File: config.mk
export PLATFORM = sky130hd
export DESIGN_NAME = mult_div_unit
export DESIGN_NICKNAME = d
export VERILOG_FILES = /design/src/rtl/mult_div_unit.sv
export SDC_FILE = /design/constraint.sdc
export NUM_CORES = 1
export LEC_CHECK = 0
export CAP_MARGIN = 20
export CORE_ASPECT_RATIO = 0.8
export CORE_MARGIN = 2
export CORE_UTILIZATION = 55
export CTS_CLUSTER_DIAMETER = 50
export DETAILED_ROUTE_END_ITERATION = 8
export PLACE_DENSITY = 0.76
export SLEW_MARGIN = 20
export SYNTH_ARGS = -nofsm -noshare
export SYNTH_HDL_FRONTEND = slang
export SYNTH_SLANG_ARGS = --single-unit
File: constraint.sdc
create_clock -name clk -period 18.8 [get_ports clk]
set_input_delay 5.64 -clock clk [delete_from_list [all_inputs] [get_ports clk]]
set_output_delay 5.64 -clock clk [all_outputs]
set_load 0.03 [all_outputs]
File: src/rtl/mult_div_unit.sv
`default_nettype none
// ============================================================================
// Module   : mult_div_unit
// Purpose  : Multicycle signed multiply / divide coprocessor for the MIPS
//            datapath. mult uses radix-2 Booth and produces a 2*WIDTH product
//            on hi/lo. div uses restoring division and produces the remainder
//            on hi and the quotient on lo. Divide by zero raises div_zero and
//            leaves hi/lo unchanged.
// Ports    : clk      - rising-edge clock
//            reset    - asynchronous active-high reset
//            start    - request strobe, sampled in IDLE only
//            op       - 0 = mult, 1 = div (sampled with start)
//            a, b     - multiplicand/dividend, multiplier/divisor
//            hi, lo   - result halves (registered, held between operations)
//            busy     - operation in progress
//            done     - one-cycle completion pulse
//            div_zero - one-cycle pulse with done on divide by zero
// Revision : 1.0 - initial release
// ============================================================================
module mult_div_unit #(
  parameter int WIDTH = 32
) (
  input  logic             clk,
  input  logic             reset,
  input  logic             start,
  input  logic             op,
  input  logic [WIDTH-1:0] a,
  input  logic [WIDTH-1:0] b,
  output logic [WIDTH-1:0] hi,
  output logic [WIDTH-1:0] lo,
  output logic             busy,
  output logic             done,
  output logic             div_zero
);

  localparam int              CW   = $clog2(WIDTH) + 1;
  localparam logic [CW-1:0]   LAST = CW'(WIDTH);

  localparam logic [1:0] S_IDLE   = 2'd0;
  localparam logic [1:0] S_RUN    = 2'd1;
  localparam logic [1:0] S_FINISH = 2'd2;

  logic [1:0]         state_q, state_d;
  logic               op_q, dz_q, qneg_q, rneg_q;
  logic [CW-1:0]      cnt_q;
  logic [WIDTH:0]     opnd_q;
  // mult: {acc[WIDTH:0], multiplier[WIDTH-1:0], q-1}
  // div : {2'b0, remainder[WIDTH-1:0], quotient[WIDTH-1:0]}
  logic [2*WIDTH+1:0] work_q, work_d;
  logic [WIDTH-1:0]   hi_q, lo_q;

  logic [WIDTH-1:0]   a_abs, b_abs;
  logic               b_zero;
  logic [WIDTH:0]     acc_n, diff;
  logic [2*WIDTH-1:0] shl;
  logic [WIDTH-1:0]   res_hi, res_lo;

  assign a_abs  = a[WIDTH-1] ? -a : a;
  assign b_abs  = b[WIDTH-1] ? -b : b;
  assign b_zero = (b == '0);

  // One iteration of the selected algorithm.
  // The Booth accumulator carries one guard bit so that subtracting the most
  // negative multiplicand cannot overflow before the arithmetic shift.
  always_comb begin
    acc_n  = work_q[2*WIDTH+1:WIDTH+1];
    diff   = '0;
    shl    = {work_q[2*WIDTH-1:0], 1'b0};
    work_d = work_q;
    if (!op_q) begin
      case (work_q[1:0])
        2'b01:   acc_n = work_q[2*WIDTH+1:WIDTH+1] + opnd_q;
        2'b10:   acc_n = work_q[2*WIDTH+1:WIDTH+1] - opnd_q;
        default: acc_n = work_q[2*WIDTH+1:WIDTH+1];
      endcase
      work_d = {acc_n[WIDTH], acc_n, work_q[WIDTH:1]};
    end else begin
      diff = {1'b0, shl[2*WIDTH-1:WIDTH]} - opnd_q;
      if (!diff[WIDTH]) begin
        work_d = {2'b00, diff[WIDTH-1:0], shl[WIDTH-1:1], 1'b1};
      end else begin
        work_d = {2'b00, shl};
      end
    end
  end

  // Final results; division applies the signs to the magnitudes.
  always_comb begin
    if (!op_q) begin
      res_hi = work_q[2*WIDTH:WIDTH+1];
      res_lo = work_q[WIDTH:1];
    end else begin
      res_hi = rneg_q ? -work_q[2*WIDTH-1:WIDTH] : work_q[2*WIDTH-1:WIDTH];
      res_lo = qneg_q ? -work_q[WIDTH-1:0]       : work_q[WIDTH-1:0];
    end
  end

  // State register
  always_ff @(posedge clk or posedge reset) begin
    if (reset) state_q <= S_IDLE;
    else       state_q <= state_d;
  end

  // Next-state logic. RUN exits once the counter reaches LAST: after 32
  // iterations normally, or one cycle after start on divide by zero (the
  // counter is preloaded to LAST so no iteration runs).
  always_comb begin
    state_d = state_q;
    case (state_q)
      S_IDLE:   if (start) state_d = S_RUN;
      S_RUN:    if (cnt_q == LAST) state_d = S_FINISH;
      S_FINISH: state_d = S_IDLE;
      default:  state_d = S_IDLE;
    endcase
  end

  // Outputs decode only flops, so there is no input-to-output path.
  always_comb begin
    busy     = (state_q == S_RUN);
    done     = (state_q == S_FINISH);
    div_zero = (state_q == S_FINISH) && dz_q;
  end

  assign hi = hi_q;
  assign lo = lo_q;

  // Datapath registers
  always_ff @(posedge clk or posedge reset) begin
    if (reset) begin
      op_q   <= 1'b0;
      dz_q   <= 1'b0;
      qneg_q <= 1'b0;
      rneg_q <= 1'b0;
      cnt_q  <= '0;
      opnd_q <= '0;
      work_q <= '0;
      hi_q   <= '0;
      lo_q   <= '0;
    end else begin
      case (state_q)
        S_IDLE: begin
          if (start) begin
            op_q   <= op;
            dz_q   <= op & b_zero;
            cnt_q  <= (op & b_zero) ? LAST : '0;
            qneg_q <= a[WIDTH-1] ^ b[WIDTH-1];
            rneg_q <= a[WIDTH-1];
            if (op) begin
              opnd_q <= {1'b0, b_abs};
              work_q <= {{(WIDTH+2){1'b0}}, a_abs};
            end else begin
              opnd_q <= {a[WIDTH-1], a};
              work_q <= {{(WIDTH+1){1'b0}}, b, 1'b0};
            end
          end
        end
        S_RUN: begin
          if (cnt_q != LAST) begin
            work_q <= work_d;
            cnt_q  <= cnt_q + CW'(1);
          end else if (!dz_q) begin
            hi_q <= res_hi;
            lo_q <= res_lo;
          end
        end
        default: ;
      endcase
    end
  end

endmodule
`default_nettype wire

# [Word level (Yosys, flattened, before mapping)]
# Index checks and enable logic that the tools add are counted.
[op_classes] n_reduce_logical=8 n_addsub=8 n_bitwise=4 n_eq_ne=9 mux=21
[ops] operator="$mux 66" n=3
[ops] operator="$mux 32" n=6
[ops] operator="$pmux 66 s2" n=1
[ops] operator="$neg 32->32" n=4
[ops] operator="$mux 33" n=2
[ops] operator="$pmux 33 s2" n=1
[ops] operator="$mux 64" n=1
[ops] operator="$add 33x33->33" n=1
[ops] operator="$sub 32x33->33" n=1
[ops] operator="$sub 33x33->33" n=1
[ops] operator="$logic_not 32->1" n=1
[ops] operator="$mux 6" n=3
[ops] operator="$pmux 6 s2" n=1
[ops] operator="$add 6x1->6 const B" n=1
[ops] operator="$eq 6x6->1 const B" n=1
[ops] operator="$ne 6x6->1 const B" n=1
[ops] operator="$reduce_and 3->1" n=2
[ops] operator="$eq 2x1->1 const B" n=2
[ops] operator="$eq 2x2->1 const B" n=2
[ops] operator="$mux 2" n=2
[ops] operator="$ne 2x1->1 const B" n=2
[ops] operator="$pmux 2 s2" n=1
[ops] operator="$reduce_and 2->1" n=2
[ops] operator="$logic_not 2->1" n=1
[ops] operator="other kinds (6)" n=7
[word_totals] in_bits=68 wordCells=60 regBits=175

# [Depth between registers and ports, before layout]
[depth] ltp_word=5 depth_mapped=19

# [Least setup slack after synthesis]
# OpenSTA, ideal clock, no wires.
[synth_path] kind="input port to flip-flop" startpoint="input b[6]" endpoint="register opnd_q[29]" cell_stages=9 setup_time_ns=0.083 path_slack_ns=10.864 t_required_ns=18.717 t_arrival_ns=7.853 cell_sequence="or4_1 > nor3_1 > nand3_1 > or3_1 > nand2b_1 > o41ai_1 > xor2_1 > a211o_1 > o21ai_0"
[synth_via] elab_chain_cells=3
[synth_lines] element="start: declaration" line_no="28" text="input logic [WIDTH-1:0] b,"
[synth_lines] element="$neg 32->32" line_no="59" text="assign b_abs = b[WIDTH-1] ? -b : b;"
[synth_lines] element="$mux 32" line_no="59"
[synth_lines] element="$mux 33" line_no="148" text="if (op) begin"
[synth_lines] element="end signal: assignment" line_no="149" text="opnd_q <= {1'b0, b_abs};"
[synth_lines] element="end signal: assignment" line_no="152" text="opnd_q <= {a[WIDTH-1], a};"
[synth_lines] element="end: declaration" line_no="46" text="logic [WIDTH:0] opnd_q;"
# Every way passes these cells.
# A chain may end at the register's enable or synchronous reset.

# [Worst setup path in the final report]
[layout_path] startpoint="input start" endpoint="register work_q[30]"
[layout_via] elab_chain_cells=2
[layout_lines] element="start: declaration" line_no="25" text="input logic start,"
[layout_lines] element="$ne 2x2->1 (no line)"
[layout_lines] element="$reduce_and 3->1 (no line)"
[layout_lines] element="end signal: assignment" line_no="150" text="work_q <= {{(WIDTH+2){1'b0}}, a_abs};"
[layout_lines] element="end signal: assignment" line_no="153" text="work_q <= {{(WIDTH+1){1'b0}}, b, 1'b0};"
[layout_lines] element="end signal: assignment" line_no="159" text="work_q <= work_d;"
[layout_lines] element="end: declaration" line_no="49" text="logic [2*WIDTH+1:0] work_q, work_d;"
# Every way passes these cells.

==> impl_results.md <==
* Outcome: complete, no violations
* CTS resizes at 0
* Register bit total from synthesis at 174
* Post-route DRC at 0
* R2R cell count at 16
* Post-DP HPWL at 40500 um
* Sum of negative setup slack at 0 ns
* Die ar. at roughly 30000 um^2
* Reg2Reg Setup Slack at 13.47 ns
* CTS max path bufs at 2
* Largest net degree at the start of global routing at between 100 and 150
* Worst r2r src: opnd_q[1]$_DFFE_PP0P_
* Synth warnings at 0
* Final GP Congestion at about 1
* Commonest non-fill, non-tap cell in the layout: nand2_1
* Mapped cell area at 15800 um^2
* Final setup fails at 0
* Register area share after synthesis at 27.6%
* TritonCTS clock tree: yes
* Syn Inst Count at 2062
* Crit end category: flip-flop
* # IOs at between 100 and 150
* Critical path buffers and inverters at 4
* Period utilization at a little under half
* Crit Path Max Fanout at 64
* Relative slew slack at roughly 25%
* EDFF count, synth at 0
* Syn_area_per_cell at 7.66 um^2
* Root Driver: clkbuf_16
* Initial antenna violation count at 2
* CP max stage delay at about 0.67 ns
* Net Count, Synth at ~2200
* Drt pass-1 iters at 6
* Via Count at 16000
* Clk pin slew, worst setup/hold paths at 0.08 ns
* Routed wire length at 53500 um
* Library cells used by synthesis at 77
* Htree depth at 4
* GRT Resource Usage Total at a little over a third
* FP Rows at 55
* Clk_skew at between 0.015 and 0.02 ns
* Measured slew at the worst slew-check pin at around 1.1 ns
* CTS sink count at between 150 and 200
* Post-synth top area share at 27.6%
* Fmax at 0.116 GHz
* Most frequent cells in the layout: 252 x nand2_1, 227 x o21ai_0, 180 x a21oi_1, 173 x dfrtp_1, 162 x nor2_1
* Hold Crit Start: lo[24]$_DFFE_PP0P_
* Crit Path Class: primary input to flip-flop
* CP startpoint kind: primary input
* Critical-path top delay cell: clkinv_1
* First-pass GRT wire length at between 80000 and 90000 um
* Clock Latency Late Sink at roughly 0.44 ns
* Min-Delay Endpoint: lo[24]$_DFFE_PP0P_
* Worst EP arrival at about 9.0 ns
* Core Region at between 20000 and 30000 um^2
* Worst EP required at approximately 19 ns
* Maxcap violations at 0
* Antenna Violating Nets Remaining at 0
* Final net count at between 2000 and 2500
* Min Tclk post-route at approximately 8.6 ns
* Drt initial violations at between 1500 and 2000
* Vias in the first global route at approximately 14000
* Worst path most repeated cell: buf_4
* # diodes at 0
* Hold path depth at 1
* RSZ-0062 raised after global routing: no
* Postcts setup bufs at 0
* Final Hold Fails at 0
* Area growth from synthesis to layout at 13.0%
* Input/output buffers at between 100 and 150
* Die Span Y at approximately 160 um
* Vias per Instance at 6.45
* # hold bufs at CTS at 0
* Final slew viol count at 0
* Cell family with most CP delay: buffers and inverters
* Post-synthesis async set-or-reset flop share at between 90% and 100%
* Yosys top cell by area: dfrtp_1
* Initial core utilization at between 50% and 60%
* Avg WL per Cell at approximately 22 um
* Die span in x at 193 um
* Min-Delay Path Class: flip-flop to flip-flop
* Ranking of synthesized cells by area: dfrtp_1 28%, o21ai_0 7.2%, xor2_1 6.9%
* Grt ovf at 0
* RR Endpoint: work_q[63]$_DFFE_PP0P_
* Ys flop type: dfrtp_1
* Critical-path cell list: clkdlybuf4s50_1 > nor3b_2 > buf_4 > nor2_4 > buf_4 > clkinv_1 > o2111ai_1 > o21ai_0 > a21oi_1
* CTS buffer count at 17
* Fraction of layout cells with a size suffix above 1 at around 4.4%
[how the worst max path moves through the flow]
stage                              to  cells past startpoint  slack (ns)  startpoint
6_report       work_q[30]$_DFFE_PP0P_                      9       10.20       start
5_1_grt        work_q[24]$_DFFE_PP0P_                      9        9.94       start
2_1_floorplan    cnt_q[0]$_DFFE_PP0P_                      1        8.44       reset
3_5_place_dp   work_q[30]$_DFFE_PP0P_                      9        9.80       start
3_3_place_gp   work_q[30]$_DFFE_PP0P_                      9        9.91       start
4_1_cts        work_q[30]$_DFFE_PP0P_                      9       10.26       start
[routing by layer]
| metal | GRT usage [%] | routed length, um | up-vias |
|---|---|---|---|
| met3 | 10.9 | 6690 | 88 |
| met1 | 52.3 | 24100 | 7541 |
| met4 | 8.47 | 1090 | 4 |
| met2 | 49.7 | 21500 | 816 |
| li1 | - | - | 7511 |
| met5 | 1.77 | 82 | - |
[flip-flops by register name (all words and copies together) (netlist names), 2 cells and up]
register	flops
cnt_q	6
hi	32
lo	32
opnd_q	33
state_q	2
work_q	65
[kinds of logic after synthesis]
| logic type | after synthesis | share of synthesized area (%) |
|---|---|---|
| buffers and inverters | 209 | 5.06 |
| muxes | 54 | 3.46 |
| DFF | 174 | 27.6 |
| and+or+nand+nor | 648 | 19.0 |
| adders and majority gates | 74 | 5.96 |
| AOI/OAI and AO/OA | 702 | 27.8 |
| xor gates and xnor gates | 201 | 11.1 |
[cell usage after synthesis (all sizes together), types with 29 or more instances]
cell type,n
nand2,252
o21ai,235
a21oi,180
dfrtp,174
nor2,165
xor2,125
clkbuf,115
xnor2,76
ha,72
inv,63
mux2i,49
nand3,46
o211ai,44
o31ai,43
a21o,34
buf,29
[stage by stage]
step,util [%],cell area (um^2),std cells,worst slack (ns),hold slack (ns)
finish,63.1,17800,2475,10.20,0.479
global route,63.1,17800,2475,9.94,0.498
CTS,63.0,17800,2474,10.26,0.483
detailed placement,60.9,17200,2442,9.80,0.465
global placement,60.9,17200,2442,9.91,0.459
floorplan,-,15800,2062,8.44,0.471
[layout make-up]
class                   instances  area, um^2
multi-input cells            1679       10700
fillers                      2580       10400
flip-flops and latches        174        4360
repair buffers                155        1510
well taps                     370         463
clock buffers                  18         439
inverters                      65         249
clock inverters                14         149
Power is not shown: default switching activity piles up to over one toggle a cycle in this logic, so the estimate is an artifact.
